`src/rtl/seq_div_16bit_pkg.sv`:
```
`default_nettype none
// ============================================================================
// Module   : seq_div_16bit_pkg
// Purpose  : Shared state encoding and result constants for the divider.
// Revision : 1.0 - initial release
// ============================================================================
package seq_div_16bit_pkg;

  localparam int          DIV_W    = 16;
  localparam logic [15:0] SAT_MAX  = 16'h7FFF;
  localparam logic [15:0] SAT_MIN  = 16'h8000;
  localparam logic [15:0] DBZ_QUOT = 16'hFFFF;

  typedef enum logic [1:0] {
    IDLE = 2'd0,
    CALC = 2'd1,
    FIX  = 2'd2
  } div_state_t;

endpackage
`default_nettype wire

```
`src/rtl/seq_div_16bit_div_step.sv`:
```
`default_nettype none
// ============================================================================
// Module   : seq_div_16bit_div_step
// Purpose  : One combinational restoring shift-subtract iteration.
// Revision : 1.0 - initial release
// ============================================================================
module seq_div_16bit_div_step
  import seq_div_16bit_pkg::*;
#(
  parameter int WIDTH = DIV_W
) (
  input  logic [WIDTH-1:0] rem,
  input  logic [WIDTH-1:0] quo,
  input  logic [WIDTH-1:0] divisor_mag,
  output logic [WIDTH-1:0] rem_next,
  output logic [WIDTH-1:0] quo_next
);

  logic [WIDTH:0] w_shift;
  logic [WIDTH:0] w_trial;
  logic           w_fits;

  always_comb begin
    w_shift = {rem, quo[WIDTH-1]};
    w_trial = w_shift - {1'b0, divisor_mag};
    // A set top bit in the shifted remainder always exceeds the divisor;
    // otherwise bit WIDTH of the difference is the borrow.
    w_fits  = w_shift[WIDTH] | ~w_trial[WIDTH];
    if (w_fits) begin
      rem_next = w_trial[WIDTH-1:0];
      quo_next = {quo[WIDTH-2:0], 1'b1};
    end else begin
      rem_next = w_shift[WIDTH-1:0];
      quo_next = {quo[WIDTH-2:0], 1'b0};
    end
  end

endmodule
`default_nettype wire

```
`src/rtl/seq_div_16bit.sv`:
```
`default_nettype none
// ============================================================================
// Module   : seq_div_16bit
// Purpose  : Multi-cycle restoring divider, signed/unsigned, saturating.
// Revision : 1.0 - initial release
// ============================================================================
module seq_div_16bit
  import seq_div_16bit_pkg::*;
#(
  parameter int WIDTH = DIV_W
) (
  input  logic             clk,
  input  logic             rst_n,
  input  logic             start,
  input  logic             signed_op,
  input  logic [WIDTH-1:0] dividend,
  input  logic [WIDTH-1:0] divisor,
  output logic             busy,
  output logic             done,
  output logic [WIDTH-1:0] quotient,
  output logic [WIDTH-1:0] remainder,
  output logic             div_by_zero
);

  localparam int               c_cnt_w     = $clog2(WIDTH) + 1;
  localparam logic [c_cnt_w-1:0] c_last    = c_cnt_w'(WIDTH - 1);
  localparam logic [c_cnt_w-1:0] c_one     = c_cnt_w'(1);
  localparam logic [WIDTH-1:0] c_sat_max   = {1'b0, {(WIDTH-1){1'b1}}};
  localparam logic [WIDTH-1:0] c_dbz_quot  = {WIDTH{1'b1}};

  div_state_t         r_state, w_state;
  logic [c_cnt_w-1:0] r_cnt, w_cnt;
  logic [WIDTH-1:0]   r_rem, w_rem;
  logic [WIDTH-1:0]   r_quo, w_quo;
  logic [WIDTH-1:0]   r_dmag, w_dmag;
  logic               r_neg_q, w_neg_q;
  logic               r_neg_r, w_neg_r;
  logic               r_signed, w_signed;
  logic [WIDTH-1:0]   r_quotient, w_quotient;
  logic [WIDTH-1:0]   r_remainder, w_remainder;
  logic               r_dbz, w_dbz;
  logic               r_done, w_done;

  logic [WIDTH-1:0]   w_step_rem;
  logic [WIDTH-1:0]   w_step_quo;
  logic               w_dvd_neg;
  logic               w_dvs_neg;

  seq_div_16bit_div_step #(
    .WIDTH (WIDTH)
  ) u_step (
    .rem         (r_rem),
    .quo         (r_quo),
    .divisor_mag (r_dmag),
    .rem_next    (w_step_rem),
    .quo_next    (w_step_quo)
  );

  always_ff @(posedge clk or negedge rst_n) begin
    if (!rst_n) begin
      r_state     <= IDLE;
      r_cnt       <= '0;
      r_rem       <= '0;
      r_quo       <= '0;
      r_dmag      <= '0;
      r_neg_q     <= 1'b0;
      r_neg_r     <= 1'b0;
      r_signed    <= 1'b0;
      r_quotient  <= '0;
      r_remainder <= '0;
      r_dbz       <= 1'b0;
      r_done      <= 1'b0;
    end else begin
      r_state     <= w_state;
      r_cnt       <= w_cnt;
      r_rem       <= w_rem;
      r_quo       <= w_quo;
      r_dmag      <= w_dmag;
      r_neg_q     <= w_neg_q;
      r_neg_r     <= w_neg_r;
      r_signed    <= w_signed;
      r_quotient  <= w_quotient;
      r_remainder <= w_remainder;
      r_dbz       <= w_dbz;
      r_done      <= w_done;
    end
  end

  always_comb begin
    w_state     = r_state;
    w_cnt       = r_cnt;
    w_rem       = r_rem;
    w_quo       = r_quo;
    w_dmag      = r_dmag;
    w_neg_q     = r_neg_q;
    w_neg_r     = r_neg_r;
    w_signed    = r_signed;
    w_quotient  = r_quotient;
    w_remainder = r_remainder;
    w_dbz       = r_dbz;
    w_done      = 1'b0;
    w_dvd_neg   = signed_op & dividend[WIDTH-1];
    w_dvs_neg   = signed_op & divisor[WIDTH-1];

    case (r_state)
      IDLE: begin
        if (start) begin
          if (divisor == '0) begin
            w_quotient  = c_dbz_quot;
            w_remainder = dividend;
            w_dbz       = 1'b1;
            w_done      = 1'b1;
          end else begin
            w_quo    = w_dvd_neg ? (~dividend + 1'b1) : dividend;
            w_dmag   = w_dvs_neg ? (~divisor + 1'b1) : divisor;
            w_rem    = '0;
            w_cnt    = '0;
            w_neg_q  = w_dvd_neg ^ w_dvs_neg;
            w_neg_r  = w_dvd_neg;
            w_signed = signed_op;
            w_state  = CALC;
          end
        end
      end

      CALC: begin
        w_rem = w_step_rem;
        w_quo = w_step_quo;
        w_cnt = r_cnt + c_one;
        if (r_cnt == c_last) begin
          w_state = FIX;
        end
      end

      FIX: begin
        w_quotient  = r_neg_q ? (~r_quo + 1'b1) : r_quo;
        w_remainder = r_neg_r ? (~r_rem + 1'b1) : r_rem;
        // A positive signed quotient with the MSB set only arises from MIN / -1.
        if (r_signed && !r_neg_q && r_quo[WIDTH-1]) begin
          w_quotient  = c_sat_max;
          w_remainder = '0;
        end
        w_dbz   = 1'b0;
        w_done  = 1'b1;
        w_state = IDLE;
      end

      default: begin
        w_state = IDLE;
      end
    endcase
  end

  assign busy        = (r_state != IDLE);
  assign done        = r_done;
  assign quotient    = r_quotient;
  assign remainder   = r_remainder;
  assign div_by_zero = r_dbz;

endmodule
`default_nettype wire

```
`config.mk`:
```
export PLATFORM = sky130hd
export DESIGN_NAME = seq_div_16bit
export DESIGN_NICKNAME = d
export VERILOG_FILES = /design/src/rtl/seq_div_16bit_pkg.sv /design/src/rtl/seq_div_16bit_div_step.sv /design/src/rtl/seq_div_16bit.sv
export SDC_FILE = /design/constraint.sdc
export NUM_CORES = 1
export LEC_CHECK = 0
export CAP_MARGIN = 30
export CORE_AREA = 2 2 148 150
export DETAILED_ROUTE_END_ITERATION = 16
export DIE_AREA = 0 0 150 152
export PLACE_DENSITY = 0.46
export RECOVER_POWER = 50
export SKIP_LAST_GASP = 1
export SYNTH_ARGS = -nofsm -noshare
export SYNTH_HDL_FRONTEND = slang
export SYNTH_HIERARCHICAL = 1
export SYNTH_SLANG_ARGS = --single-unit
```
`constraint.sdc`:
```
create_clock -name clk -period 3.7 [get_ports clk]
set_input_delay 0.74 -clock clk [delete_from_list [all_inputs] [get_ports clk]]
set_output_delay 0.74 -clock clk [all_outputs]
set_load 0.005 [all_outputs]
```
==> flow_summary_export.csv <==
group,metric,value,unit
layout,syn2layout_area_growth,19.59,%
timing,final_max_slew_viol_count,60,
yosys,synth_top_area_share,36.90,%
clock_tree,cts_root_buf,"clkbuf_16",
routing,drtPass1Iterations,5,
yosys,syn_inst,720,
clock_tree,clockBufferDepth,2,
floorplanning,fp.dieArea,22800,um^2
timing,worst_clock_skew,14.26,ps
timing,rsz0062_at_grt,"false",
setup_path,crit_start,"r_quo[15]",
clock_tree,insertion_delay,360,ps
setup_path,crit_fanout,15,
global_routing,grt_max_degree,60,
setup_path,slowest_stage,"a21oi_4",
setup_path,regToRegSetupSlack,710,ps
setup_path,cp-start-kind,"flip-flop",
yosys,yosysUniqueCellTypes,65,
floorplanning,coreArea,21350,um^2
placed_design,hpwl,13650,um
job,drv_cap,1,
yosys,synth-edff-count,0,
power,power.share.clock,14.0,%
yosys,synth.most_common_cell,"nand2_1",
layout,finalInstanceArea,7462,um^2
clock_tree,cts_resized,0,
setup_path,cp_data_required_time,3930,ps
routing,via_per_inst,5.059,
power,internal_power,4.037,mW
timing,hold_viol_final,0,
status,status,"complete, but fails checks",
routing,wl_per_cell,16.96,um
status,failed_checks,"capacitance limit, slew limit",
setup_path,path_cells,"inv_1, ha_1, fa_1, nor2b_1, o2111ai_1, a21oi_2, nor3_2, a21oi_4, mux2_2, nand2_1, o21ai_0",
layout,fin_nets,827,
routing,num_vias,5327,
yosys,ys_seq_area_share,36.90,%
global_routing,antenna_found_initial,0,
setup_path,critical_path.top_delay_family,"compound AO/OA/AOI/OAI gates",
floorplanning,rows,54,
timing,fmax,0.3344,GHz
clock_tree,cts_tree,"yes",
setup_path,worstSetupPathType,"reg2reg",
setup_path,critical_path_buf_inv_count,1,
yosys,synthesis.area,6240,um^2
setup_path,rr_startpoint,"r_quo[15]",
clock_tree,clk_pin_slew_worst_paths,70,ps
power,combinationalPowerShare,57.4,%
layout,seqCellArea,2302,um^2
clock_tree,clock_sinks,92,
power,ir_drop,0.3052,mV
power,p_leak,3.047,nW
yosys,async_reset_ff_share,100.0,%
yosys,synth_nets,779,
power,p_sw,3.148,mW
yosys,synth_ff_type,"dfrtp_1",
global_routing,grt_pass1_vias,5238,
setup_path,slowest_delay,490,ps
clock_tree,cts_hold_buf,0,
floorplanning,start_util,29.23,%
yosys,synth_common_cells,"nand2_1 (95), dfrtp_1 (92), o21ai_0 (61)",
power,seq_power_share,28.7,%
floorplanning,die_y,152,um
yosys,ys_ff_latch,92,
clock_tree,cts_buffers,9,
placed_design,portBuffers,70,
timing,worstMarginPinSlew,1555,ps
routing,wl,17860,um
floorplanning,die_width,150,um
placed_design,place_area,7156,um^2
setup_path,endpoint_kind,"flip-flop",
hold_path,min-delay-start,"r_dmag[11]",
timing,finalWorstPathRequiredPeriod,2990,ps
power,sw_frac_of_total,43.81,%
clock_tree,post-cts-setup-buffer-count,0,
layout,multi_input_area,3546,um^2
layout,num_antenna_cells,0,
setup_path,critPathArrivalTime,3220,ps
timing,timing.final.crit_share,80.82,%
yosys,yosys.area.top_type,"dfrtp_1",
global_routing,grt_usage,16.18,%
routing,drt_iter0_drc,263,
global_routing,grt.overflow.total,0,
yosys,ys.warnings.count,6,
yosys,synthTopCellsByArea,"dfrtp_1 (37%), nand2_1 (5.7%), xor2_1 (5.6%), o21ai_0 (4.9%), ha_1 (4.4%)",
hold_path,hold_path_class,"reg2reg",
yosys,avgSynthCellArea,8.666,um^2
clock_tree,htreeDepth,3,
power,p_per_area,962.9,nW/um^2
layout,layout-drive-gt1-share,8.538,%
timing,slew_headroom,-3.645,%
floorplanning,io_pins,71,
timing,setup_viol,0,
routing,ant_nets,0,
timing,timing.setup.tns,0,ps
layout,fillers,2261,
routing,drc_errors,0,
global_routing,grt_pass1_wl,29140,um
placed_design,gp_congestion,0.8989,
cells by family (layout without fill, tap and decap cells):
family,after synthesis,count (layout),share of synthesized area (%)
compound gates,190,190,19.69
xor+xnor,66,66,9.264
flops,92,92,36.90
fa+ha+maj,23,23,4.732
buf+inv,85,138,6.357
mux,27,27,4.953
simple gates,237,237,18.11
power groups by stage:
stage	combinational, mW	clock, mW	sequential, mW
4_1_cts	4.16	1.04	2.06
3_3_place_gp	4.11	0	2.07
6_report	4.12	1.00	2.06
3_5_place_dp	4.13	0	2.08
2_1_floorplan	3.21	0	1.88
5_1_grt	4.64	1.08	2.14
worst min-delay path, cell delays in order, from the launching register on:
cell	delay (ps)
dfrtp_1	340
nand2_1	50
o21ai_0	60
state kept, by name, summed over array words and instances (netlist names), 2 cells and up:
name / count
r_cnt: 5
r_state: 2
remainder: 16
r_rem: 16
r_dmag: 16
r_quo: 16
quotient: 16
worst paths after layout:
path                          endpoint  depth (start not counted)
max                          r_rem[15]                         11
min                         r_dmag[11]                          2
max reg2reg                  r_rem[15]                         11
min reg2reg                 r_dmag[11]                          2
max in group asynchronous     r_rem[3]                          2
min in group asynchronous  div_by_zero                          1
per-stage QoR:
stage          cells  hold WS, ps  utilization (%)  setup WS (ps)  total power [mW]
6_report        1053        485.3            34.95          709.7             7.185
5_1_grt         1053        525.4            34.95          451.0             7.862
4_1_cts         1053        490.4            35.00          703.3             7.260
3_5_place_dp    1037        473.7            33.52          584.7             6.211
3_3_place_gp    1037        467.2            33.52          617.8             6.177
2_1_floorplan    720        444.4                -           1113             5.096
layer usage:
layer | vias to the layer above | share of wire (%) | global-route usage, %
li1 | 2642 | - | -
met1 | 2507 | 48 | 23.40
met2 | 151 | 45 | 24.18
met3 | 27 | 4.0 | 2.162
met4 | 0 | 2.9 | 6.739
met5 | - | 0 | 0
area by class of cell:
class,instances,area share (%)
clock buffers,9,3.018
clock inverters,7,1.224
inverters,35,1.761
multi-input cells,543,47.52
flip-flops and latches,92,30.85
well taps,280,4.695
repair buffers,87,10.93
cell usage in the layout (no fill, tap or decap), drive strengths merged, types with 4 or more instances in the layout:
cell,count
and2,4
inv,39
o31ai,16
o211ai,15
dlygate4sd3,16
nand3,22
xnor2,26
mux2i,14
o41ai,11
clkdlybuf4s50,53
a21oi,42
ha,22
a211oi,6
clkbuf,12
nor4,6
o21ai,62
or3,5
nand2b,6
nor2,50
o22ai,9
nand2,95
nor2b,5
mux2,13
nor3,18
o21a,7
or4,9
buf,15
dfrtp,92
xor2,40
a31oi,5
Note: power is estimated with default switching activity, not from simulation.
